**src/rtl/obi_seq_pkg.sv**
```systemverilog
// ============================================================================
// Module  : obi_seq_pkg
// Brief   : Shared types for the OBI sequence master.
// Revision: 1.0
// ============================================================================
`default_nettype none

package obi_seq_pkg;

  typedef enum logic [1:0] {
    MODE_WRITE  = 2'd0,
    MODE_READ   = 2'd1,
    MODE_VERIFY = 2'd2
  } mode_e;

  typedef enum logic [2:0] {
    IDLE   = 3'd0,
    REQ    = 3'd1,
    RESP   = 3'd2,
    SWITCH = 3'd3,
    DONE   = 3'd4
  } state_e;

  typedef enum logic {
    PASS_READ  = 1'b0,
    PASS_WRITE = 1'b1
  } pass_e;

  // The unused encoding 3 behaves as a plain read burst.
  function automatic mode_e decode_mode(input logic [1:0] m);
    case (m)
      2'd0:    return MODE_WRITE;
      2'd2:    return MODE_VERIFY;
      default: return MODE_READ;
    endcase
  endfunction

endpackage

`default_nettype wire

```
**src/rtl/obi_seq_timeout.sv**
```systemverilog
// ============================================================================
// Module  : obi_seq_timeout
// Brief   : Per-phase wait counter; flags the TIMEOUT-th enabled cycle.
// Revision: 1.0
// ============================================================================
`default_nettype none

module obi_seq_timeout #(
  parameter int unsigned TIMEOUT = 64
) (
  input  logic clk_i,
  input  logic rstn_i,
  input  logic clr_i,
  input  logic en_i,
  output logic expired_o
);

  localparam int unsigned c_CNT_W = $clog2(TIMEOUT + 1);
  localparam logic [c_CNT_W-1:0] c_LAST = c_CNT_W'(TIMEOUT - 1);

  logic [c_CNT_W-1:0] r_cnt;

  always_ff @(posedge clk_i or negedge rstn_i) begin
    if (!rstn_i) begin
      r_cnt <= '0;
    end else if (clr_i) begin
      r_cnt <= '0;
    end else if (en_i && (r_cnt != c_LAST)) begin
      r_cnt <= r_cnt + c_CNT_W'(1);
    end
  end

  assign expired_o = en_i && (r_cnt == c_LAST);

endmodule

`default_nettype wire

```
**src/rtl/obi_seq_master.sv**
```systemverilog
// ============================================================================
// Module  : obi_seq_master
// Brief   : Programmed-burst OBI master: write, read, or write-then-verify.
// Revision: 1.0
// ============================================================================
`default_nettype none

module obi_seq_master
  import obi_seq_pkg::*;
#(
  parameter int unsigned           ADDR_WIDTH  = 32,
  parameter int unsigned           DATA_WIDTH  = 32,
  parameter int unsigned           MAX_WORDS   = 8,
  parameter logic [ADDR_WIDTH-1:0] BASE_ADDR   = '0,
  parameter int unsigned           ADDR_STRIDE = 4,
  parameter int unsigned           TIMEOUT     = 64,
  localparam int unsigned          LEN_W       = $clog2(MAX_WORDS + 1)
) (
  input  logic                    clk_i,
  input  logic                    rstn_i,
  input  logic                    start_i,
  input  logic [1:0]              mode_i,
  input  logic [LEN_W-1:0]        len_i,
  input  logic [DATA_WIDTH-1:0]   seed_i,
  output logic                    busy_o,
  output logic                    done_o,
  output logic                    err_o,
  output logic [LEN_W-1:0]        err_cnt_o,
  output logic                    rd_valid_o,
  output logic [DATA_WIDTH-1:0]   rd_data_o,
  output logic                    obi_req_o,
  input  logic                    obi_gnt_i,
  output logic [ADDR_WIDTH-1:0]   obi_addr_o,
  output logic                    obi_we_o,
  output logic [DATA_WIDTH/8-1:0] obi_be_o,
  output logic [DATA_WIDTH-1:0]   obi_wdata_o,
  input  logic                    obi_rvalid_i,
  input  logic [DATA_WIDTH-1:0]   obi_rdata_i
);

  localparam logic [LEN_W-1:0]      c_MAX_LEN = LEN_W'(MAX_WORDS);
  localparam logic [ADDR_WIDTH-1:0] c_STRIDE  = ADDR_WIDTH'(ADDR_STRIDE);

  state_e                  r_state, w_state_nxt;
  mode_e                   r_mode;
  pass_e                   r_pass;
  logic [LEN_W-1:0]        r_len, r_k, r_err_cnt;
  logic [DATA_WIDTH-1:0]   r_seed, r_pat, r_rd_data;
  logic [ADDR_WIDTH-1:0]   r_addr;
  logic                    r_err, r_rd_valid;

  logic [LEN_W-1:0]        w_len_in;
  mode_e                   w_mode_in;
  logic                    w_last, w_tmo, w_tmo_clr, w_tmo_en;

  assign w_len_in  = (len_i > c_MAX_LEN) ? c_MAX_LEN : len_i;
  assign w_mode_in = decode_mode(mode_i);
  assign w_last    = (r_k == (r_len - LEN_W'(1)));

  // One counter serves both wait phases; any state change restarts it.
  assign w_tmo_clr = (w_state_nxt != r_state);
  assign w_tmo_en  = (r_state == REQ) || (r_state == RESP);

  obi_seq_timeout #(
    .TIMEOUT (TIMEOUT)
  ) u_timeout (
    .clk_i     (clk_i),
    .rstn_i    (rstn_i),
    .clr_i     (w_tmo_clr),
    .en_i      (w_tmo_en),
    .expired_o (w_tmo)
  );

  always_ff @(posedge clk_i or negedge rstn_i) begin
    if (!rstn_i) begin
      r_state <= IDLE;
    end else begin
      r_state <= w_state_nxt;
    end
  end

  always_comb begin
    w_state_nxt = r_state;
    busy_o      = (r_state != IDLE);
    done_o      = (r_state == DONE);
    obi_req_o   = (r_state == REQ);
    unique case (r_state)
      IDLE: begin
        // Empty bursts route through SWITCH so no request is ever raised.
        if (start_i) w_state_nxt = (w_len_in == '0) ? SWITCH : REQ;
      end
      REQ: begin
        if (obi_gnt_i)  w_state_nxt = RESP;
        else if (w_tmo) w_state_nxt = DONE;
      end
      RESP: begin
        if (obi_rvalid_i) begin
          if (!w_last)
            w_state_nxt = REQ;
          else if ((r_mode == MODE_VERIFY) && (r_pass == PASS_WRITE))
            w_state_nxt = SWITCH;
          else
            w_state_nxt = DONE;
        end else if (w_tmo) begin
          w_state_nxt = DONE;
        end
      end
      SWITCH:  w_state_nxt = (r_len == '0) ? DONE : REQ;
      DONE:    w_state_nxt = IDLE;
      default: w_state_nxt = IDLE;
    endcase
  end

  always_ff @(posedge clk_i or negedge rstn_i) begin
    if (!rstn_i) begin
      r_mode     <= MODE_WRITE;
      r_pass     <= PASS_READ;
      r_len      <= '0;
      r_k        <= '0;
      r_seed     <= '0;
      r_pat      <= '0;
      r_addr     <= '0;
      r_err      <= 1'b0;
      r_err_cnt  <= '0;
      r_rd_valid <= 1'b0;
      r_rd_data  <= '0;
    end else begin
      r_rd_valid <= 1'b0;
      unique case (r_state)
        IDLE: begin
          if (start_i) begin
            r_mode    <= w_mode_in;
            r_len     <= w_len_in;
            r_seed    <= seed_i;
            r_pat     <= seed_i;
            r_k       <= '0;
            r_addr    <= BASE_ADDR;
            r_pass    <= (w_mode_in == MODE_READ) ? PASS_READ : PASS_WRITE;
            r_err     <= 1'b0;
            r_err_cnt <= '0;
          end
        end
        REQ: begin
          if (!obi_gnt_i && w_tmo) r_err <= 1'b1;
        end
        RESP: begin
          if (obi_rvalid_i) begin
            if (r_pass == PASS_READ) begin
              r_rd_valid <= 1'b1;
              r_rd_data  <= obi_rdata_i;
              if ((r_mode == MODE_VERIFY) && (obi_rdata_i != r_pat)) begin
                r_err <= 1'b1;
                if (r_err_cnt != '1) r_err_cnt <= r_err_cnt + LEN_W'(1);
              end
            end
            if (!w_last) begin
              r_k    <= r_k + LEN_W'(1);
              r_addr <= r_addr + c_STRIDE;
              r_pat  <= r_pat + DATA_WIDTH'(1);
            end
          end else if (w_tmo) begin
            r_err <= 1'b1;
          end
        end
        SWITCH: begin
          r_k    <= '0;
          r_addr <= BASE_ADDR;
          r_pat  <= r_seed;
          r_pass <= PASS_READ;
        end
        default: ;
      endcase
    end
  end

  assign err_o       = r_err;
  assign err_cnt_o   = r_err_cnt;
  assign rd_valid_o  = r_rd_valid;
  assign rd_data_o   = r_rd_data;
  assign obi_addr_o  = r_addr;
  assign obi_we_o    = (r_pass == PASS_WRITE);
  assign obi_be_o    = '1;
  assign obi_wdata_o = (r_pass == PASS_WRITE) ? r_pat : '0;

endmodule

`default_nettype wire

```
**config.mk**
```make
export PLATFORM = sky130hd
export DESIGN_NAME = obi_seq_master
export DESIGN_NICKNAME = d
export VERILOG_FILES = /design/src/rtl/obi_seq_pkg.sv /design/src/rtl/obi_seq_timeout.sv /design/src/rtl/obi_seq_master.sv
export SDC_FILE = /design/constraint.sdc
export NUM_CORES = 1
export LEC_CHECK = 0
export ABC_AREA = 1
export BUFFER_PORTS_ARGS = -buffer_cell sky130_fd_sc_hd__buf_2
export CAP_MARGIN = 20
export CELL_PAD_IN_SITES_DETAIL_PLACEMENT = 0
export CELL_PAD_IN_SITES_GLOBAL_PLACEMENT = 1
export CORE_ASPECT_RATIO = 1.2
export CORE_MARGIN = 3
export CORE_UTILIZATION = 36
export CTS_BUF_LIST = sky130_fd_sc_hd__clkbuf_16
export DETAILED_ROUTE_END_ITERATION = 8
export PLACE_DENSITY_LB_ADDON = 0.1
export SLEW_MARGIN = 20
export SYNTH_ARGS = -nofsm -noshare
export SYNTH_HDL_FRONTEND = slang
export SYNTH_SLANG_ARGS = --single-unit
```
**constraint.sdc**
```tcl
create_clock -name clk_i -period 1.95 [get_ports clk_i]
set_input_delay 0.0975 -clock clk_i [delete_from_list [all_inputs] [get_ports clk_i]]
set_output_delay 0.0975 -clock clk_i [all_outputs]
set_load 0.05 [all_outputs]
```
# Word-level counts from Yosys, hierarchy flattened
# Index checks and enable logic that the tools add are counted.
# totals
output_inout_bits,110
ff_bits,155
inputBits,75
elab_cells,111
# classes
n_lt_le_gt_ge,1
eq_ne,23
bitwise,1
reduce_logical,23
n_mux,44
add_sub_neg,6
# ops
cell,n
two-way mux 32 bit,7
case mux 32 bit (3 select lines),2
"adder 32 x 1 -> 32 bit, second input constant",1
"adder 32 x 3 -> 32 bit, second input constant",1
two-way mux 4 bit,8
!= test 32 bit,1
two-way mux 3 bit,7
two-way mux 7 bit,2
case mux 3 bit (4 select lines),1
case mux 4 bit (3 select lines),1
AND reduction 6 bit,2
two-way mux 1 bit,11
nonzero test 3 bit,3
"adder 4 x 1 -> 4 bit, second input constant",2
zero test 4 bit,2
"!= test 2 bit, second input constant",4
case mux 4 bit (2 select lines),1
"adder 7 x 1 -> 7 bit, second input constant",1
"equality test 7 x 6 -> 1 bit, second input constant",1
"!= test 7 x 6 -> 1 bit, second input constant",1
"equality test 3 x 2 -> 1 bit, second input constant",2
"!= test 2 x 1 -> 1 bit, second input constant",3
"!= test 3 bit, second input constant",2
nonzero test 2 bit,3
other kinds (23),29

# Depth between registers and ports, before layout
# depth
depth_word,8
mapped_depth,15

# Hierarchy
# Synthesis repeated with hierarchy kept, for this count alone.
# unflattened
hier_cells,1424
area_unflattened_um2,9628.0
# by_module_without_submodules
module,instances,cells_per_inst,area_each_um2,seq_area_each_um2
obi_seq_master,1,1355,9145.0,3653.5
obi_seq_timeout,1,69,483.0,175.2

# Worst setup path before layout
# Ideal clock, no wire load.
# synth_timing
path_type,reg-to-reg
from,register r_len[0]
to,register r_pat[26]
slack_ns,0.023
arrival_time_ns,1.807
period_less_slack_ns,1.927
stages_incl_launch_ff,13
path_cell_list,dfrtp_1 inv_1 ha_1 xor2_1 nand3_1 nor2_1 nand2_1 nand2_2 nand2_2 buf_6 buf_4 o21ai_0 inv_1
# synth_between
elab_chain_len,4
# synth_rtl
item,line_no,text
start: declaration,obi_seq_master.sv:47,"logic [LEN_W-1:0] r_len, r_k, r_err_cnt;"
start signal: assignment,obi_seq_master.sv:133,r_len <= w_len_in;
subtractor 4 x 1 -> 4 bit,obi_seq_master.sv:58,assign w_last = (r_k == (r_len - LEN_W'(1)));
equality test 4 bit,obi_seq_master.sv:58,
!= test 2 bit (no source line),--,
AND reduction 4 bit (no source line),--,
end signal: assignment,obi_seq_master.sv:135,r_pat <= seed_i;
end signal: assignment,obi_seq_master.sv:159,r_pat <= r_pat + DATA_WIDTH'(1);
end signal: assignment,obi_seq_master.sv:168,r_pat <= r_seed;
end: declaration,obi_seq_master.sv:48,"logic [DATA_WIDTH-1:0] r_seed, r_pat, r_rd_data;"
# No other way between the ends.
# A chain may end at the register's enable or synchronous reset.

# Worst setup path in the final report
# layout_timing
from,register r_len[0]
to,register r_pat[5]
# Same word-level chain as after synthesis.

==> impl_results.md <==
- Period utilization: between 90 and 100%
- Distinct cells, synth: 40
- Total power: 20.2 mW
- Crit path max fanout: 12
- Root Buffer: clkbuf_16
- Global-route wire length before repair: 50600 um
- Std-Cell Rows: between 60 and 70
- Vias in the first global route: around 9600
- TritonCTS sink count: between 150 and 200
- Mapped Area: slightly above 9000 um2
- Worst-skew pair later-pin latency: 440 ps
- Final WL: about 32000 um
- Vias per std cell: between 4 and 5
- Nets@finish: 1753
- Synth-to-Final Area Change: 37.4%
- Post-Layout Cell Count: roughly 2000
- Synth Warn #: 0
- Worst endpoint required time: 2260 ps
- Critical path type: flop to flop
- Via count: 9648
- Crit start category: flop
- Wire per inst: 15.8 um
- Overflow after GRT: 0
- CTS H-tree lvls: 4
- Layout Skew: 11.8 ps
- Antenna violations before repair: 0
- Synth async-reset ratio: 100%
- Reg-to-reg endpoint: r_pat[5]
- Hold/Removal Path Class: input pin to flop
- Port Buffers: 178
- CTS tree: yes
- Final slew viol count: 0
- Reg-to-reg setup timing slack: 30 ps
- Largest net degree at the start of global routing: 50
- RSZ-0062 raised after global routing: yes
- Hold Vio Cnt, Final: 0
- Gr usage total: between 20% and 30%
- DRC: 0
- Detailed Routing Iterations Pass 1: 5
- Final min period: just under 2000 ps
- ANT cells: 0
- P per Cell Area: 1590 nW/um2
- Fin worst setup slack: 27.3 ps
- Status: finished, final reports clean
- Worst vdd rail ir drop: 714 uV
- Cell Area, Placed: 11100 um2
- Core area: 25000 um2
- Mapped Cells: roughly 1400
- DP Wirelength: between 20000 and 25000 um
- Number of synthesized register bits: around 150
- Fmax: 0.520 GHz
- Initial core utilization: about 37%
- Placed Instances: between 1500 and 2000
- Die width: about 150 um
- Die Span Y: 181 um
- Hold endpoint: r_mode[0]
- Clock Pin Slew Worst Setup and Hold Paths: 70 ps
- Worst hold path depth: 3
- Worst r2r src: r_len[0]
- Design area: 12700 um2
- Core utilization of the finished layout: 50.7%
- Number of synthesized flops with an enable pin: 0
- Critical Path Sink Type: flop
- Max Cap Viol: 0
- Worst-case clock buffer depth: 2
- DR iter-0 viols: 599
- Main synth FF type: dfrtp_1
- CTS Buf Count: 17
- Seq/Total Area, Yosys: approximately two fifths
- Mean Syn Cell Area: 6.82 um2
- Worst slack, placed: -77.2 ps
- Worst reg-to-reg path cell count: 12
- Final setup viols: 0
- ANT nets after route: 0
- Arrival time worst endpoint: 2230 ps
- Hold WS: slightly above 30 ps
- RePlAce Congestion: 0.895
- Worst Hold Launch: mode_i[0]
- Setup TNS Final: 0 ps
- Die area: 27600 um2
- Pleak: 6.57 nW
- I/O pins: 185
- Share of layout cells above drive strength 1: between 20% and 30%
## cell usage in the layout (no fill, tap or decap), types with 40 or more instances in the layout
| cell | count |
|---|---|
| nand4_1 | 40 |
| nand2_1 | 473 |
| o21ai_1 | 40 |
| dfrtp_1 | 146 |
| buf_2 | 177 |
| dlygate4sd3_1 | 68 |
| o21ai_0 | 62 |
| nand3_1 | 81 |
| buf_4 | 94 |
| inv_1 | 172 |
| nor2_1 | 89 |
## where the power goes
| part | total, mW | switching [mW] | internal, mW |
|---|---|---|---|
| Sequential | 5.28 | 0.967 | 4.31 |
| Clock | 3.42 | 1.43 | 1.99 |
| Combinational | 11.5 | 7.42 | 4.04 |
## final cells by class
type | instances | area, um2
Multi-Input combinational cell | 961 | 4590
Sequential cell | 153 | 3840
Timing Repair Buffer | 355 | 2560
Inverter | 183 | 689
Clock inverter | 14 | 156
Clock buffer | 17 | 425
Fill cell | 2599 | 12300
Tap cell | 325 | 407
## worst max path at each step
stage,startpoint,end,slack [ps],cells after the start
2_1_floorplan,r_len[0],r_pat[26],20,12
3_3_place_gp,r_pat[0],err_cnt_o[1],-70,14
6_report,r_len[0],r_pat[5],30,12
4_1_cts,r_len[0],r_pat[5],0.7,12
5_1_grt,r_len[0],r_pat[5],-120,12
3_5_place_dp,r_pat[0],err_cnt_o[2],-80,14
## cell usage after synthesis (all sizes together), types with 3 or more instances
| library cell | n | area share [%] |
|---|---|---|
| nor3b | 3 | 0.24 |
| xor2 | 18 | 1.7 |
| clkbuf | 37 | 1.5 |
| o21ai | 108 | 5.9 |
| dfrtp | 153 | 42 |
| ha | 7 | 0.95 |
| nor2 | 99 | 4.2 |
| o21a | 3 | 0.24 |
| a21oi | 11 | 0.60 |
| nand4 | 40 | 2.7 |
| o211ai | 10 | 0.81 |
| nand3 | 85 | 4.7 |
| xnor2 | 25 | 2.4 |
| buf | 22 | 1.5 |
| inv | 183 | 7.4 |
| o22ai | 3 | 0.20 |
| nand2 | 488 | 20 |
| nor3 | 42 | 2.3 |
## layer usage
metal,track usage [%],share of wire [%],vias to the layer above
li1,-,-,4899
met1,29.5,45,4465
met2,39.0,48,238
met3,3.35,3.6,46
met4,7.30,2.5,0
met5,0,0,-
## timing repair
item,4_1_cts,5_1_grt
hold buffers,68,0
setup endpoints to repair,13,86
buffers inserted,0,6
endpoints found under the hold margin,138,0
resized for setup,3,86
gates cloned,0,3
pin swaps,2,7
## registers in the layout, summed over array words and instances (netlist names)
| signal | count |
|---|---|
| r_state | 3 |
| r_k | 4 |
| u_timeout.r_cnt | 7 |
| rd_valid_o | 1 |
| r_pat | 32 |
| r_seed | 32 |
| rd_data_o | 32 |
| r_len | 4 |
| obi_addr_o | 30 |
| obi_we_o | 1 |
| err_cnt_o | 4 |
| r_mode | 2 |
| err_o | 1 |
## critical path, cell delays in order, from the launching register on
cell and delay, ps:
dfrtp_1 360, inv_2 50, ha_4 260, xor2_1 140, nand3_1 110, nor2_2 120
nand2_1 70, nand2_2 100, nand2_4 120, buf_12 180, buf_6 140, nand2_1 70
o21ai_0 80
## cells by family (layout without fill, tap and decap cells)
kind of cell / after synthesis / count (layout) / share of synthesized area (%)
buffers and inverters: 242 / 569 / 10.4
adder cells (fa/ha/maj): 7 / 7 / 0.950
XOR/XNOR: 43 / 43 / 4.08
AND/OR/NAND/NOR: 759 / 759 / 34.3
multiplexers: 1 / 1 / 0.109
AO/OA/AOI/OAI: 145 / 145 / 8.57
flip-flops: 153 / 153 / 41.5
other: 2 / 6 / 0.0814
No activity file was read; power rests on OpenSTA's default activity.
